[config.mk]
export PLATFORM = sky130hd
export DESIGN_NAME = uart_boot_loader
export DESIGN_NICKNAME = d
export VERILOG_FILES = /design/src/rtl/uart_boot_loader.sv
export SDC_FILE = /design/constraint.sdc
export NUM_CORES = 1
export LEC_CHECK = 0
export ABC_AREA = 1
export BUFFER_PORTS_ARGS = -buffer_cell sky130_fd_sc_hd__buf_2
export CORE_MARGIN = 3
export CORE_UTILIZATION = 40
export CTS_CLUSTER_SIZE = 16
export DETAILED_ROUTE_END_ITERATION = 10
export PLACE_DENSITY_LB_ADDON = 0.25
export SETUP_SLACK_MARGIN = 0.4
export SKIP_LAST_GASP = 1
export SLEW_MARGIN = 0
export SYNTH_ARGS = -nofsm -noshare
export SYNTH_HDL_FRONTEND = slang
export SYNTH_SLANG_ARGS = --single-unit
[constraint.sdc]
create_clock -name clk -period 10.85 [get_ports clk]
set_input_delay 3.255 -clock clk [delete_from_list [all_inputs] [get_ports clk]]
set_output_delay 3.255 -clock clk [all_outputs]
set_load 0.01 [all_outputs]
[src/rtl/uart_boot_loader.sv]
// uart_boot_loader: packs the received UART byte stream into little-endian
// 32-bit words and writes them to memory at consecutive word addresses over a
// valid/ready port. Loading ends on a word-count limit or a line-idle timeout;
// the sticky `done` then releases the CPU from its boot hold.
// Optional feature: define UART_BOOT_LOADER_CHECKSUM_EN to build the running
// sum of accepted words on `checksum`; otherwise `checksum` is constant 0.
module uart_boot_loader #(
  parameter logic [31:0] BASE_ADDR   = 32'h0,
  parameter logic [31:0] MAX_WORDS   = 32'h7fff,
  parameter logic [31:0] IDLE_CYCLES = 32'd13888
) (
  input  logic        clk,
  input  logic        rst,
  input  logic [7:0]  byte_in,
  input  logic        byte_valid,
  output logic [31:0] mem_addr,
  output logic [31:0] mem_wdata,
  output logic        mem_we,
  input  logic        mem_ready,
  output logic        done,
  output logic        overflow,
  output logic [31:0] word_cnt,
  output logic [31:0] checksum
);

  typedef enum logic [2:0] {S_IDLE, S_COLLECT, S_WRITE, S_FLUSH, S_DONE} state_t;

  state_t      r_state;
  logic [31:0] r_addr, r_wdata, r_cnt, r_idle;
  logic        r_we, r_done, r_ovf, r_skid_vld;
  logic [7:0]  r_skid;
  logic [1:0]  r_lane;

  logic [31:0] w_idle_nxt;
  logic        w_idle_hit, w_accept, w_last, w_src_vld, w_take;
  logic [7:0]  w_src;

  // next idle-timer value: cleared by a byte, otherwise counts up and saturates
  always_comb begin
    w_idle_nxt = r_idle;
    if (byte_valid)                w_idle_nxt = '0;
    else if (r_idle < IDLE_CYCLES) w_idle_nxt = r_idle + 32'd1;
  end

  // the timeout fires on the edge the timer saturates and stays asserted after
  assign w_idle_hit = (r_state != S_IDLE) && (w_idle_nxt == IDLE_CYCLES);
  assign w_accept   = r_we && mem_ready;
  assign w_last     = (r_cnt + 32'd1) == MAX_WORDS;
  // a held skid byte is older than any live strobe, so it is packed first
  assign w_src_vld  = r_skid_vld || byte_valid;
  assign w_src      = r_skid_vld ? r_skid : byte_in;
  // skid byte moves into lane 0 on an acceptance that returns to COLLECT,
  // which frees the skid for a byte arriving in that same cycle
  assign w_take     = w_accept && (r_state == S_WRITE) && !w_last && r_skid_vld;

  // loader FSM: byte packing, write handshake, skid capture, timeout, done
  always_ff @(posedge clk or posedge rst) begin
    if (rst) begin
      r_state    <= S_IDLE;
      r_addr     <= BASE_ADDR;
      r_wdata    <= '0;
      r_cnt      <= '0;
      r_idle     <= '0;
      r_we       <= 1'b0;
      r_done     <= 1'b0;
      r_ovf      <= 1'b0;
      r_skid     <= '0;
      r_skid_vld <= 1'b0;
      r_lane     <= '0;
    end else begin
      if (r_state != S_IDLE && r_state != S_DONE) r_idle <= w_idle_nxt;
      case (r_state)
        S_IDLE: begin
          if (byte_valid) begin
            r_wdata <= {24'h0, byte_in};
            r_lane  <= 2'd1;
            r_state <= S_COLLECT;
          end
        end
        S_COLLECT: begin
          if (w_src_vld) begin
            case (r_lane)
              2'd0: r_wdata        <= {24'h0, w_src};
              2'd1: r_wdata[15:8]  <= w_src;
              2'd2: r_wdata[23:16] <= w_src;
              default: r_wdata[31:24] <= w_src;
            endcase
            r_lane <= r_lane + 2'd1;
            // skid stays full only if it fed this lane and a new byte refilled it
            r_skid_vld <= r_skid_vld && byte_valid;
            if (r_skid_vld && byte_valid) r_skid <= byte_in;
            if (r_lane == 2'd3) begin
              r_we    <= 1'b1;
              r_state <= S_WRITE;
            end
          end else if (w_idle_hit) begin
            if (r_lane == 2'd0) begin
              r_done  <= 1'b1;
              r_state <= S_DONE;
            end else begin
              r_we    <= 1'b1;
              r_state <= S_FLUSH;
            end
          end
        end
        S_WRITE, S_FLUSH: begin
          if (byte_valid) begin
            if (!r_skid_vld || w_take) begin
              r_skid     <= byte_in;
              r_skid_vld <= 1'b1;
            end else begin
              r_ovf <= 1'b1;
            end
          end else if (w_take) begin
            r_skid_vld <= 1'b0;
          end
          if (w_accept) begin
            r_we   <= 1'b0;
            r_addr <= r_addr + 32'd1;
            r_cnt  <= r_cnt + 32'd1;
            if (r_state == S_FLUSH || w_last) begin
              r_done  <= 1'b1;
              r_state <= S_DONE;
            end else if (r_skid_vld) begin
              r_wdata <= {24'h0, r_skid};
              r_lane  <= 2'd1;
              r_state <= S_COLLECT;
            end else if (w_idle_hit) begin
              r_done  <= 1'b1;
              r_state <= S_DONE;
            end else begin
              r_state <= S_COLLECT;
            end
          end
        end
        S_DONE: begin
          r_we <= 1'b0;
        end
        default: r_state <= S_IDLE;
      endcase
    end
  end

`ifdef UART_BOOT_LOADER_CHECKSUM_EN
  logic [31:0] r_cks;

  // running sum of every word the memory accepts, flush word included
  always_ff @(posedge clk or posedge rst) begin
    if (rst)           r_cks <= '0;
    else if (w_accept) r_cks <= r_cks + r_wdata;
  end

  assign checksum = r_cks;
`else
  assign checksum = 32'h0;
`endif

  assign mem_addr  = r_addr;
  assign mem_wdata = r_wdata;
  assign mem_we    = r_we;
  assign done      = r_done;
  assign overflow  = r_ovf;
  assign word_cnt  = r_cnt;

endmodule

[Yosys cells after proc, flatten, opt, wreduce, memory -nomap -nowiden]
Index checks and enable logic that the tools add are counted.
Storage, ports and cells
  register bits: 145
  bits of input ports: 12
  output and inout port bits: 131
  word-level logic and storage cells: 137
Operators by class
  add/sub/neg operators: 4
  order comparisons: 1
  eq/ne operators: 31
  multiplexer cells: 53
  bitwise operators: 2
  reduce and logical (&&, ||, !) cells: 32
Operators by type and width (number)
  32-bit 2-to-1 mux: 7
  32-bit by 1-bit adder with 32-bit output, second input constant: 3
  32-bit one-hot mux with 3 select lines: 1
  8-bit one-hot mux with 2 select lines: 4
  8-bit 2-to-1 mux: 6
  7-bit AND reduction: 5
  32-bit by 14-bit equality test with 1-bit output, second input constant: 1
  32-bit by 15-bit equality test with 1-bit output, second input constant: 1
  32-bit by 14-bit < comparator with 1-bit output, second input constant: 1
  3-bit 2-to-1 mux: 9
  2-bit inequality test, second input constant: 12
  3-bit inequality test, second input constant: 8
  1-bit 2-to-1 mux: 16
  5-bit AND reduction: 3
  3-bit one-hot mux with 4 select lines: 1
  2-bit 2-to-1 mux: 5
  3-bit nonzero test: 3
  1-bit logical AND: 7
  3-bit by 2-bit equality test with 1-bit output, second input constant: 2
  3-bit by 2-bit inequality test with 1-bit output, second input constant: 2
  2-bit one-hot mux with 3 select lines: 1
  6-bit AND reduction: 1
  2-bit equality test, second input constant: 2
  1-bit one-hot mux with 2 select lines: 2
  other kinds (15): 20

[Longest topological paths before layout]
Gate-level depths: netlist of the first run.
  word-level depth: 10
  gate-level depth with buffers: 20
  mapped depth without buffers: 19

[Worst setup path after synthesis of the first run]
Ideal clock, no wire load.
  path type: input port to flip-flop
  from: input port mem_ready
  to: register r_wdata[0], in the netlist mem_wdata[0]
  library setup time: 0.128 ns
  arrival: 4.727 ns
  required time: 10.722 ns
  path slack: 5.995 ns
  cell stages on the path: 8
  path buffers: 1
  cells stage by stage: nand2_1 > inv_1 > nand2_1 > a2111oi_2 > nand3_2 > buf_8 > nand2_2 > o21ai_2
On the way
  word-level cells in the longest chain between the ends: 3
RTL lines
  start: declaration: line 19  | input logic mem_ready,
  1-bit logical AND: line 47  | assign w_accept = r_we && mem_ready;
  2-bit inequality test (no source line)
  7-bit AND reduction (no source line)
  end signal: assignment: line 75  | r_wdata <= {24'h0, byte_in};
  end signal: assignment: line 83  | 2'd0: r_wdata <= {24'h0, w_src};
  end signal: assignment: line 125  | r_wdata <= {24'h0, r_skid};
  end: declaration: line 29  | logic [31:0] r_addr, r_wdata, r_cnt, r_idle;
No other way between the ends.
A chain may end at the register's enable or synchronous reset.

[Worst setup path in the final report of the first run]
  from: input port byte_valid
  to: register r_we, in the netlist mem_we
On the way
  word-level cells in the longest chain between the ends: 5
  elaborated cells on any way between the ends: 10
  classes of those cells: 4 x eq/ne; 3 x mux; 3 x reduce/logical
RTL lines
  start: declaration: line 15  | input logic byte_valid,
  32-bit 2-to-1 mux: line 41  | if (byte_valid) w_idle_nxt = '0;
  32-bit by 14-bit equality test with 1-bit output: line 46  | assign w_idle_hit = (r_state != S_IDLE) && (w_idle_nxt == IDLE_CYCLES);
  1-bit logical AND: line 46
  3-bit inequality test (no source line)
  5-bit AND reduction (no source line)
  end signal: assignment: line 64  | r_we <= 1'b0;
  end signal: assignment: line 93  | r_we <= 1'b1;
  end signal: assignment: line 101  | r_we <= 1'b1;
  end: declaration: line 30  | logic r_we, r_done, r_ovf, r_skid_vld;
Several ways; a longest one is shown, not always the timed one.

==> flow_metrics.py, run 1 <==
metrics = {
    "run_status": {
        "status": "completed",
    },
    "floorplan": {
        "chipHeight_um": 151,
        "die_w_um": 151,
        "num_rows": 52,
        "core_um2": 20500,
        "start_util_pct": 41.1,
        "io_pins": 143,
        "die-area_um2": 22900,
    },
    "setup_path": {
        "rrSetupSlack_ns": 7.92,
        "worstPathMaxFanout": 27,
        "slowest_stage": "clkinv_1",
        "crit_path_frequent_cell": "nand3_1",
        "start_kind": "input port",
        "path_cells": "buf_2, clkinv_1, o21ai_0, nand4_1, nor3_1, nand3_1, nand3_1, nand3_1, nand2_1, nand2_1",
        "timing.rr.start": "r_state[1]",
        "regToRegEndpoint": "mem_wdata[3]",
        "crit_path_end_kind": "flop",
        "slowest_delay_ns": 0.71,
        "crit_type": "in -> reg",
        "worstPathArrival_ns": 5.51,
        "critPathRequiredTime_ns": 11.17,
        "r2r_cells": 10,
    },
    "yosys": {
        "avgSynthCellArea_um2": 7.58,
        "synth_xor_area_share_pct": 4.97,
        "synthAdderAreaFrac_pct": 1.19,
        "synth_top_family_by_area": "simple AND/OR/NAND/NOR gates",
        "syn-instance-count": 1113,
        "yosysWarnings": 0,
        "ys_ff_latch": 145,
        "synthMuxAreaShare_pct": 0,
        "synthSimpleGateAreaFrac_pct": 32.9,
        "synth_compound_area_share_pct": 8.32,
        "synth.distinct_cells": 49,
        "yosysSeqAreaShare_pct": 43.0,
        "syn-cell-area_um2": 8430,
    },
    "drt": {
        "first_pass_iters": 7,
        "wl_per_cell_um": 13.8,
        "wl_um": 20700,
        "detail_route.vias_per_cell": 4.88,
        "drc_errors": 0,
        "vias": 7319,
        "drt_iter0_markers": 408,
        "final_antenna_net_count": 0,
    },
    "cts": {
        "cts_buffer_depth": 2,
        "cts_hold_buf": 0,
        "clockRootBuffer": "clkbuf_16",
        "cts-buffers-inserted": 17,
        "postCtsSetupBuffers": 0,
        "clkSinkCount": 145,
        "tritoncts": "done",
        "cts.htree.levels": 4,
        "clkLatencyLatePin_ns": 0.43,
        "cts_resized": 0,
        "clk_pin_slew_ns": 0.06,
    },
    "hold_path": {
        "worstHoldStart": "mem_wdata[15]",
        "hold_class": "reg -> reg",
        "min_to": "mem_wdata[15]",
        "whs_path_depth": 2,
    },
    "layout": {
        "drive_gt1_share_pct": 17.1,
        "n_fill_cell": 2021,
        "final_common_cell": "nand2_1",
        "area_growth_pct": 14.5,
        "final_cell_mix": "375 x nand2_1, 145 x dfrtp_1, 110 x inv_1, 110 x buf_2, 109 x nor2_1",
        "fin_util_pct": 47.1,
        "diodes": 0,
        "fin_nets": 1239,
    },
    "placed_design": {
        "io_buffer_count": 110,
        "dp_hpwl_um": 15200,
        "place_congestion": 0.931,
    },
    "sta": {
        "tns_ns": 0,
        "layout_worst_path_cycle_share_pct": 47.9,
        "setup_viol": 0,
        "finalMaxSlewViolations": 0,
        "slew-limit-headroom_pct": 36.7,
        "fin_crit_ns": 5.19,
        "tightest_slew_ns": 0.949,
        "rsz0062_at_grt": "false",
        "skew_ns": 0.0136,
        "hold_slack_ns": 0.467,
        "final_hold_viol_count": 0,
        "fmax_mhz": 193,
    },
    "pwr": {
        "p_per_area_nw_per_um2": 229,
        "p_clk_share_pct": 25.7,
        "p_switching_uw": 957,
        "irDropWorstVdd_v": 0.000115,
        "power_frac_comb_pct": 38.2,
        "leakage_uw": 0.00503,
        "cellInternalPower_uw": 1250,
        "p_sw_share_pct": 43.3,
        "seq_power_share_pct": 36.1,
    },
    "global_route": {
        "grt.total_usage_pct": 19.0,
        "grt_max_degree": 76,
        "grt_remaining_overflow": 0,
        "antenna_found_initial": 0,
        "grt_pass1_wl_um": 34800,
        "grt_pass1_vias": 6964,
    },
    "flow_run": {
        "maxCapViolations": 0,
    },
}
-- through the flow --
step	area, um^2	total power, uW	setup slack, ns	std cells
after CTS	9660	2230	5.66	1501
after global routing	9660	2390	5.36	1501
final	9660	2210	5.66	1501
after global placement	9100	1650	5.29	1470
after detailed placement	9100	1660	5.23	1470
after floorplan	8550	1430	3.70	1144
-- registers in the layout, summed over array words and instances, names as in the netlist --
name,flops
done,1
mem_addr,32
mem_wdata,32
mem_we,1
overflow,1
r_idle,32
r_lane,2
r_skid,8
r_skid_vld,1
r_state,3
word_cnt,32
-- Yosys cell counts (all sizes together) --
cell | instances | area, um^2
a2111oi | 1 | 15.0
a21boi | 1 | 7.51
a21oi | 17 | 85.1
a221oi | 8 | 70.1
a31o | 2 | 17.5
a41oi | 1 | 8.76
and2 | 1 | 6.26
buf | 41 | 307
clkbuf | 16 | 60.1
clkinv | 3 | 12.5
conb | 1 | 3.75
dfrtp | 145 | 3630
ha | 8 | 100
inv | 113 | 424
nand2 | 390 | 1510
nand3 | 71 | 405
nand3b | 1 | 7.51
nand4 | 20 | 131
nor2 | 120 | 522
nor3 | 24 | 161
nor4 | 4 | 31.3
o211ai | 2 | 25.0
o21a | 9 | 67.6
o21ai | 63 | 375
o22ai | 1 | 6.26
o31ai | 2 | 15.0
o41ai | 1 | 8.76
xnor2 | 16 | 140
xor2 | 31 | 279
-- critical path: cells and delay by family --
family,cells,cell delay (ns)
AND/OR/NAND/NOR,7,0.87
AO/OA/AOI/OAI,1,0.30
buffers and inverters,2,1.06
-- metal layers --
layer | up-vias | wire length, um | GRT usage, %
met4 | 0 | 353 | 5.71
met5 | - | 0 | 0
met3 | 32 | 1260 | 4.61
li1 | 3687 | - | -
met2 | 209 | 9510 | 30.3
met1 | 3391 | 9550 | 25.7
-- area by class of cell --
class                      instances  area (um^2)  area share (%)
inverter                         116          442            4.57
sequential                       145         3630            37.6
clock buffer                      18          429            4.44
clock inverter                    13          130            1.35
tap                              270          338            3.50
multi-input combinational        826         4120            42.6
timing repair buffer             113          573            5.93
-- cells by family after synthesis --
logic type               after synthesis
AO/OA/AOI/OAI                        108
XOR/XNOR                              47
adder cells (fa/ha/maj)                8
buffers and inverters                173
flip-flops                           145
other                                  1
AND/OR/NAND/NOR                      631
-- power groups by stage --
stage | registers (uW) | logic, uW | clock network, uW
after floorplan | 814 | 616 | 0
after global placement | 807 | 838 | 0
after detailed placement | 805 | 853 | 0
after CTS | 797 | 855 | 577
after global routing | 817 | 967 | 603
final | 798 | 845 | 567
-- worst max-delay path by stage --
| stage | from | to | slack, ns |
|---|---|---|---|
| after CTS | byte_valid | mem_we | 5.66 |
| after floorplan | rst | done | 3.70 |
| after global placement | mem_ready | mem_addr[30] | 5.29 |
| after global routing | mem_ready | mem_addr[31] | 5.36 |
| after detailed placement | byte_valid | mem_we | 5.23 |
| final | byte_valid | mem_we | 5.66 |
No activity file was read; power rests on OpenSTA's default activity.
==> inputs of run 2 (changes only) <==
- ABC_AREA: 1 -> 0
- clock period: 10.85 -> 4.9 ns (I/O delays scaled with it)
==> run 2 against run 1 <==
Register-to-register slack got worse by 6.6 ns. Final area decreased by 3.6%. Sequential share of layout area increased by 1.4 points. Critical endpoint is now mem_addr[28].
==> flow_metrics.py, run 2 <==
metrics = {
    "run_status": {
        "status": "completed",
    },
    "setup_path": {
        "crit_path_end_kind": "flop",
        "cp_top_family": "simple AND/OR/NAND/NOR gates",
        "crit_type": "in -> reg",
        "worstPathArrival_ns": 4.03,
        "slowest_delay_ns": 0.48,
        "worstPathMaxFanout": 11,
        "slowest_stage": "nor4_2",
        "critPathRequiredTime_ns": 5.24,
        "path_cells": "buf_2, inv_1, a41oi_1, nor4_4, nand4_1, nor4_2, or3b_1, nor3_1, xor2_1",
        "start_kind": "input port",
        "worst-path-buf-inv": 2,
    },
    "cts": {
        "cts_hold_buf": 0,
        "cts-buffers-inserted": 17,
        "clk_pin_slew_ns": 0.06,
        "cts_buffer_depth": 2,
        "clkSinkCount": 145,
        "cts_resized": 0,
        "cts.htree.levels": 4,
        "clockRootBuffer": "clkbuf_16",
        "tritoncts": "done",
        "postCtsSetupBuffers": 0,
        "clkLatencyLatePin_ns": 0.42,
    },
    "placed_design": {
        "place_inst": 1163,
        "io_buffer_count": 110,
        "dp_hpwl_um": 13300,
        "place_congestion": 0.839,
    },
    "yosys": {
        "yosysMostFrequentCell": "dfrtp_1",
        "synth_top_family_by_area": "simple AND/OR/NAND/NOR gates",
        "yosysWarnings": 0,
        "yosysSeqAreaShare_pct": 45.2,
        "synth_commonest_cells": "145 x dfrtp_1, 59 x nand2_1, 58 x nor2_1",
        "synth_edf_count": 0,
        "synth_area_leader_cell": "dfrtp_1",
        "synthAdderAreaFrac_pct": 1.25,
        "syn-cell-area_um2": 8030,
        "synth_ff_type": "dfrtp_1",
        "synth_xor_area_share_pct": 8.07,
        "synth_top_area_share_pct": 45.2,
        "ys_ff_latch": 145,
        "synth_compound_area_share_pct": 13.5,
        "synthTopCellsByArea": "dfrtp_1 45%, xnor2_1 5.6%, buf_4 3.1%",
        "synthMuxAreaShare_pct": 4.38,
        "synthSimpleGateAreaFrac_pct": 19.9,
        "synth.distinct_cells": 74,
        "synthArstFlopShare_pct": 100,
        "syn-instance-count": 822,
        "avgSynthCellArea_um2": 9.77,
    },
    "floorplan": {
        "io_pins": 143,
        "die_w_um": 148,
        "core_um2": 19600,
        "start_util_pct": 41.0,
        "num_rows": 51,
        "chipHeight_um": 148,
        "die-area_um2": 21800,
    },
    "sta": {
        "rsz0062_at_grt": "false",
        "slew-limit-headroom_pct": 38.0,
        "fmax_mhz": 271,
        "finalMaxSlewViolations": 0,
        "layout_worst_path_cycle_share_pct": 75.3,
        "tightest_slew_ns": 0.931,
        "tns_ns": 0,
        "fin_crit_ns": 3.69,
        "skew_ns": 0.00714,
        "final_hold_viol_count": 0,
        "setup_viol": 0,
    },
    "drt": {
        "first_pass_iters": 5,
        "final_antenna_net_count": 0,
        "detail_route.vias_per_cell": 5.24,
        "vias": 6264,
        "drc_errors": 0,
        "wl_per_cell_um": 15.5,
        "wl_um": 18600,
        "drt_iter0_markers": 338,
    },
    "global_route": {
        "grt_pass1_wl_um": 30800,
        "grt_max_degree": 70,
        "met3_usage_pct": 3.65,
        "met1_usage_pct": 24.5,
        "grt_remaining_overflow": 0,
        "grt_pass1_vias": 5871,
        "grt.total_usage_pct": 17.4,
        "use_met2_pct": 27.1,
        "grt_busiest_layer": "met2",
        "antenna_found_initial": 0,
    },
    "layout": {
        "fin_cells": 1195,
        "fin_nets": 937,
        "drive_gt1_share_pct": 20.8,
        "final_common_cell": "dfrtp_1",
        "area_growth_pct": 16.0,
        "final_cell_mix": "145 x dfrtp_1, 110 x buf_2, 59 x nand2_1, 58 x nor2_1, 51 x xnor2_1",
        "diodes": 0,
    },
    "pwr": {
        "total_power_uw": 4530,
        "leakage_uw": 0.00426,
        "p_per_area_nw_per_um2": 487,
        "irDropWorstVdd_v": 0.000218,
    },
    "hold_path": {
        "hold_class": "reg -> reg",
    },
    "flow_run": {
        "maxCapViolations": 0,
    },
}
run 2: cell types whose count changed in the layout (fill, tap and decap cells not counted), moves of 20 or more:
cell     previous run  this run
and2_1              1        21
inv_1             110        42
nand2_1           375        59
nand3_1            64        30
nor2_1            109        58
xnor2_1            16        51
run 2: path summary, 6_finish.rpt:
check / cells after the start / slack [ns] / startpoint / to
max: 9 / 1.21 / byte_valid / mem_addr[28]
min: 1 / 0.47 / mem_addr[31] / mem_addr[31]
max reg2reg: 9 / 1.30 / word_cnt[0] / r_skid[1]
min reg2reg: 1 / 0.47 / mem_addr[31] / mem_addr[31]
max in group asynchronous: 3 / 2.73 / rst / word_cnt[28]
min in group asynchronous: 2 / 1.19 / rst / mem_addr[10]
run 2: final cells by class:
type                       instances  area [um^2]
clock buffer                      18          429
clock inverter                    14          204
fill                            1880        10300
inverter                          43          165
multi-input combinational        590         3920
sequential                       145         3630
tap                              265          332
timing repair buffer             120          638
run 2: power breakdown:
part	internal (uW)	total, uW	switching [uW]
combinational	600	1470	868
sequential	1410	1670	263
clock	863	1390	532
total	2870	4530	1660
run 2: metrics by stage:
step	utilization, %	cell area (um^2)	hold WS [ns]	setup WS, ns
2_1_floorplan	-	8150	0.454	1.10
3_3_place_gp	44.3	8680	0.465	0.852
3_5_place_dp	44.3	8680	0.472	0.759
4_1_cts	47.5	9310	0.482	1.21
5_1_grt	47.5	9310	0.499	1.02
6_report	47.5	9310	0.471	1.21
run 2: logic make-up after synthesis:
kind of cell | Yosys count
AO/OA/AOI/OAI | 151
XOR/XNOR | 74
adder cells (fa/ha/maj) | 8
buffers and inverters | 118
flip-flops | 145
multiplexers | 30
other | 1
AND/OR/NAND/NOR | 295
run 2: layer usage:
| layer | part of all wire, % | up-vias | routed length, um |
|---|---|---|---|
| met5 | 0 | - | 0 |
| met4 | 1.4 | 0 | 258 |
| met3 | 4.0 | 21 | 735 |
| met2 | 47 | 126 | 8720 |
| met1 | 48 | 3064 | 8850 |
| li1 | - | 3053 | - |
==> inputs of run 3 (changes only) <==
- clock period: 4.9 -> 3.5 ns (I/O delays scaled with it)
==> run 3 against run 2 <==
Global-route usage is 0.46 points higher. Clock skew grew 0.0068 ns. Via count rose by 3.5%. Highest routed layer is now met5.
==> flow_metrics.py, run 3 (same netlist as run 2, synthesis figures left out) <==
metrics = {
    "global_route": {
        "antenna_found_initial": 1,
        "grt_pass1_vias": 6120,
        "grt_remaining_overflow": 0,
        "grt.total_usage_pct": 17.8,
        "grt_max_degree": 38,
        "grt_pass1_wl_um": 31800,
    },
    "setup_path": {
        "crit_path_end_kind": "flop",
        "worstPathArrival_ns": 3.36,
        "critPathRequiredTime_ns": 3.79,
        "start_kind": "flop",
        "worstPathMaxFanout": 7,
        "crit_type": "reg -> reg",
    },
    "cts": {
        "clkLatencyLatePin_ns": 0.42,
        "clkSinkCount": 145,
        "cts.htree.levels": 4,
        "clockRootBuffer": "clkbuf_16",
        "cts_hold_buf": 0,
        "cts_buffer_depth": 2,
        "cts-buffers-inserted": 17,
        "clk_pin_slew_ns": 0.06,
        "tritoncts": "done",
    },
    "floorplan": {
        "num_rows": 51,
        "io_pins": 143,
        "die_w_um": 148,
        "die-area_um2": 21800,
        "core_um2": 19600,
        "start_util_pct": 41.0,
        "chipHeight_um": 148,
    },
    "drt": {
        "drc_errors": 0,
        "drt_iter0_markers": 303,
        "first_pass_iters": 5,
        "final_antenna_net_count": 0,
        "wl_um": 19800,
        "detail_route.vias_per_cell": 5.28,
        "vias": 6485,
        "wl_per_cell_um": 16.1,
    },
    "placed_design": {
        "place_congestion": 0.849,
        "place_inst": 1178,
        "io_buffer_count": 110,
        "dp_hpwl_um": 13800,
    },
    "run_status": {
        "status": "completed",
    },
    "layout": {
        "fin_nets": 970,
        "area_growth_pct": 23.2,
        "n_fill_cell": 1839,
        "fin_cells": 1228,
        "final_common_cell": "dfrtp_1",
        "drive_gt1_share_pct": 27.4,
        "final_cell_mix": "139 x dfrtp_1, 110 x buf_2, 59 x nand2_1, 57 x nor2_1, 51 x xnor2_1",
        "diodes": 0,
    },
    "sta": {
        "finalMaxSlewViolations": 0,
        "fmax_mhz": 326,
        "layout_worst_path_cycle_share_pct": 87.7,
        "tightest_slew_ns": 0.944,
        "fin_crit_ns": 3.07,
        "rsz0062_at_grt": "true",
        "skew_ns": 0.0140,
        "tns_ns": 0,
        "final_hold_viol_count": 0,
        "slew-limit-headroom_pct": 37.1,
        "setup_viol": 0,
    },
    "hold_path": {
        "hold_class": "reg -> reg",
    },
    "pwr": {
        "p_clk_share_pct": 26.0,
        "leakage_uw": 0.00448,
        "seq_power_share_pct": 34.1,
        "cellInternalPower_uw": 4140,
        "irDropWorstVdd_v": 0.000360,
        "p_per_area_nw_per_um2": 680,
        "p_sw_share_pct": 38.5,
        "p_switching_uw": 2590,
        "power_frac_comb_pct": 39.9,
    },
    "flow_run": {
        "maxCapViolations": 0,
    },
}
## run 3: changes by cell type in the layout (fill, tap and decap cells not counted), sizes merged
cell and delta:
buf +30, clkbuf +3, clkinvlp +2, inv -1
clkinv +2, bufinv -3
## run 3: power by group through the flow
stage | clock [uW] | combinational [uW] | sequential [uW]
floorplan | 0 | 1520 | 2310
global placement | 0 | 2200 | 2300
detailed placement | 0 | 2220 | 2310
CTS | 1800 | 2390 | 2280
global route | 1880 | 2940 | 2340
finish | 1750 | 2690 | 2290
## run 3: stage by stage
stage	area, um^2	power (uW)	setup slack (ns)	util, %	hold WS, ns
after floorplan	8240	3830	0.280	-	0.454
after global placement	8900	4490	0.263	45.4	0.450
after detailed placement	8900	4520	0.130	45.4	0.467
after CTS	9630	6470	0.384	49.2	0.479
after global routing	9900	7160	0.274	50.5	0.493
final	9900	6730	0.429	50.5	0.478
## run 3: final cells by class
class | count | area, um^2 | share of cell area (%)
Timing Repair Buffer | 153 | 982 | 9.92
Multi-Input combinational cell | 590 | 4210 | 42.5
Clock buffer | 18 | 439 | 4.44
Clock inverter | 14 | 131 | 1.33
Inverter | 43 | 170 | 1.72
Sequential cell | 145 | 3640 | 36.7
Tap cell | 265 | 332 | 3.35
## run 3: metal layers
metal  vias up  routed length (um)  GRT usage [%]
li1       3133                   -              -
met2       169                9270           27.9
met3        19                1090           4.02
met4         2                 253           5.45
met1      3162                9160           24.8
met5         -                  20              0
## run 3: timing repair
| action | CTS | global route |
|---|---|---|
| setup buffers | 8 | 7 |
| endpoints found under the setup margin | 20 | 44 |
| resized for setup | 27 | 32 |
| endpoints found under the hold margin | 0 | 0 |
| pin swaps | 6 | 14 |
| gates cloned | 0 | 3 |
## run 3: final timing paths
check / startpoint / to / slack, ns / depth (start not counted)
min reg2reg: mem_addr[31] / mem_addr[31] / 0.48 / 1
max: word_cnt[1] / mem_wdata[0] / 0.43 / 10
max in group asynchronous: rst / r_idle[12] / 2.06 / 3
min in group asynchronous: rst / mem_addr[11] / 0.78 / 2
min: mem_addr[31] / mem_addr[31] / 0.48 / 1
max reg2reg: word_cnt[1] / mem_wdata[0] / 0.43 / 10
## run 3: critical path, stage by stage (launching register included)
cell,delay (ns)
dfrtp_2,0.40
ha_4,0.18
nand4_1,0.17
or4_4,0.60
buf_6,0.15
o41ai_4,0.24
nand4_1,0.18
o41a_1,0.35
buf_4,0.19
a2111oi_2,0.43
a211oi_2,0.07
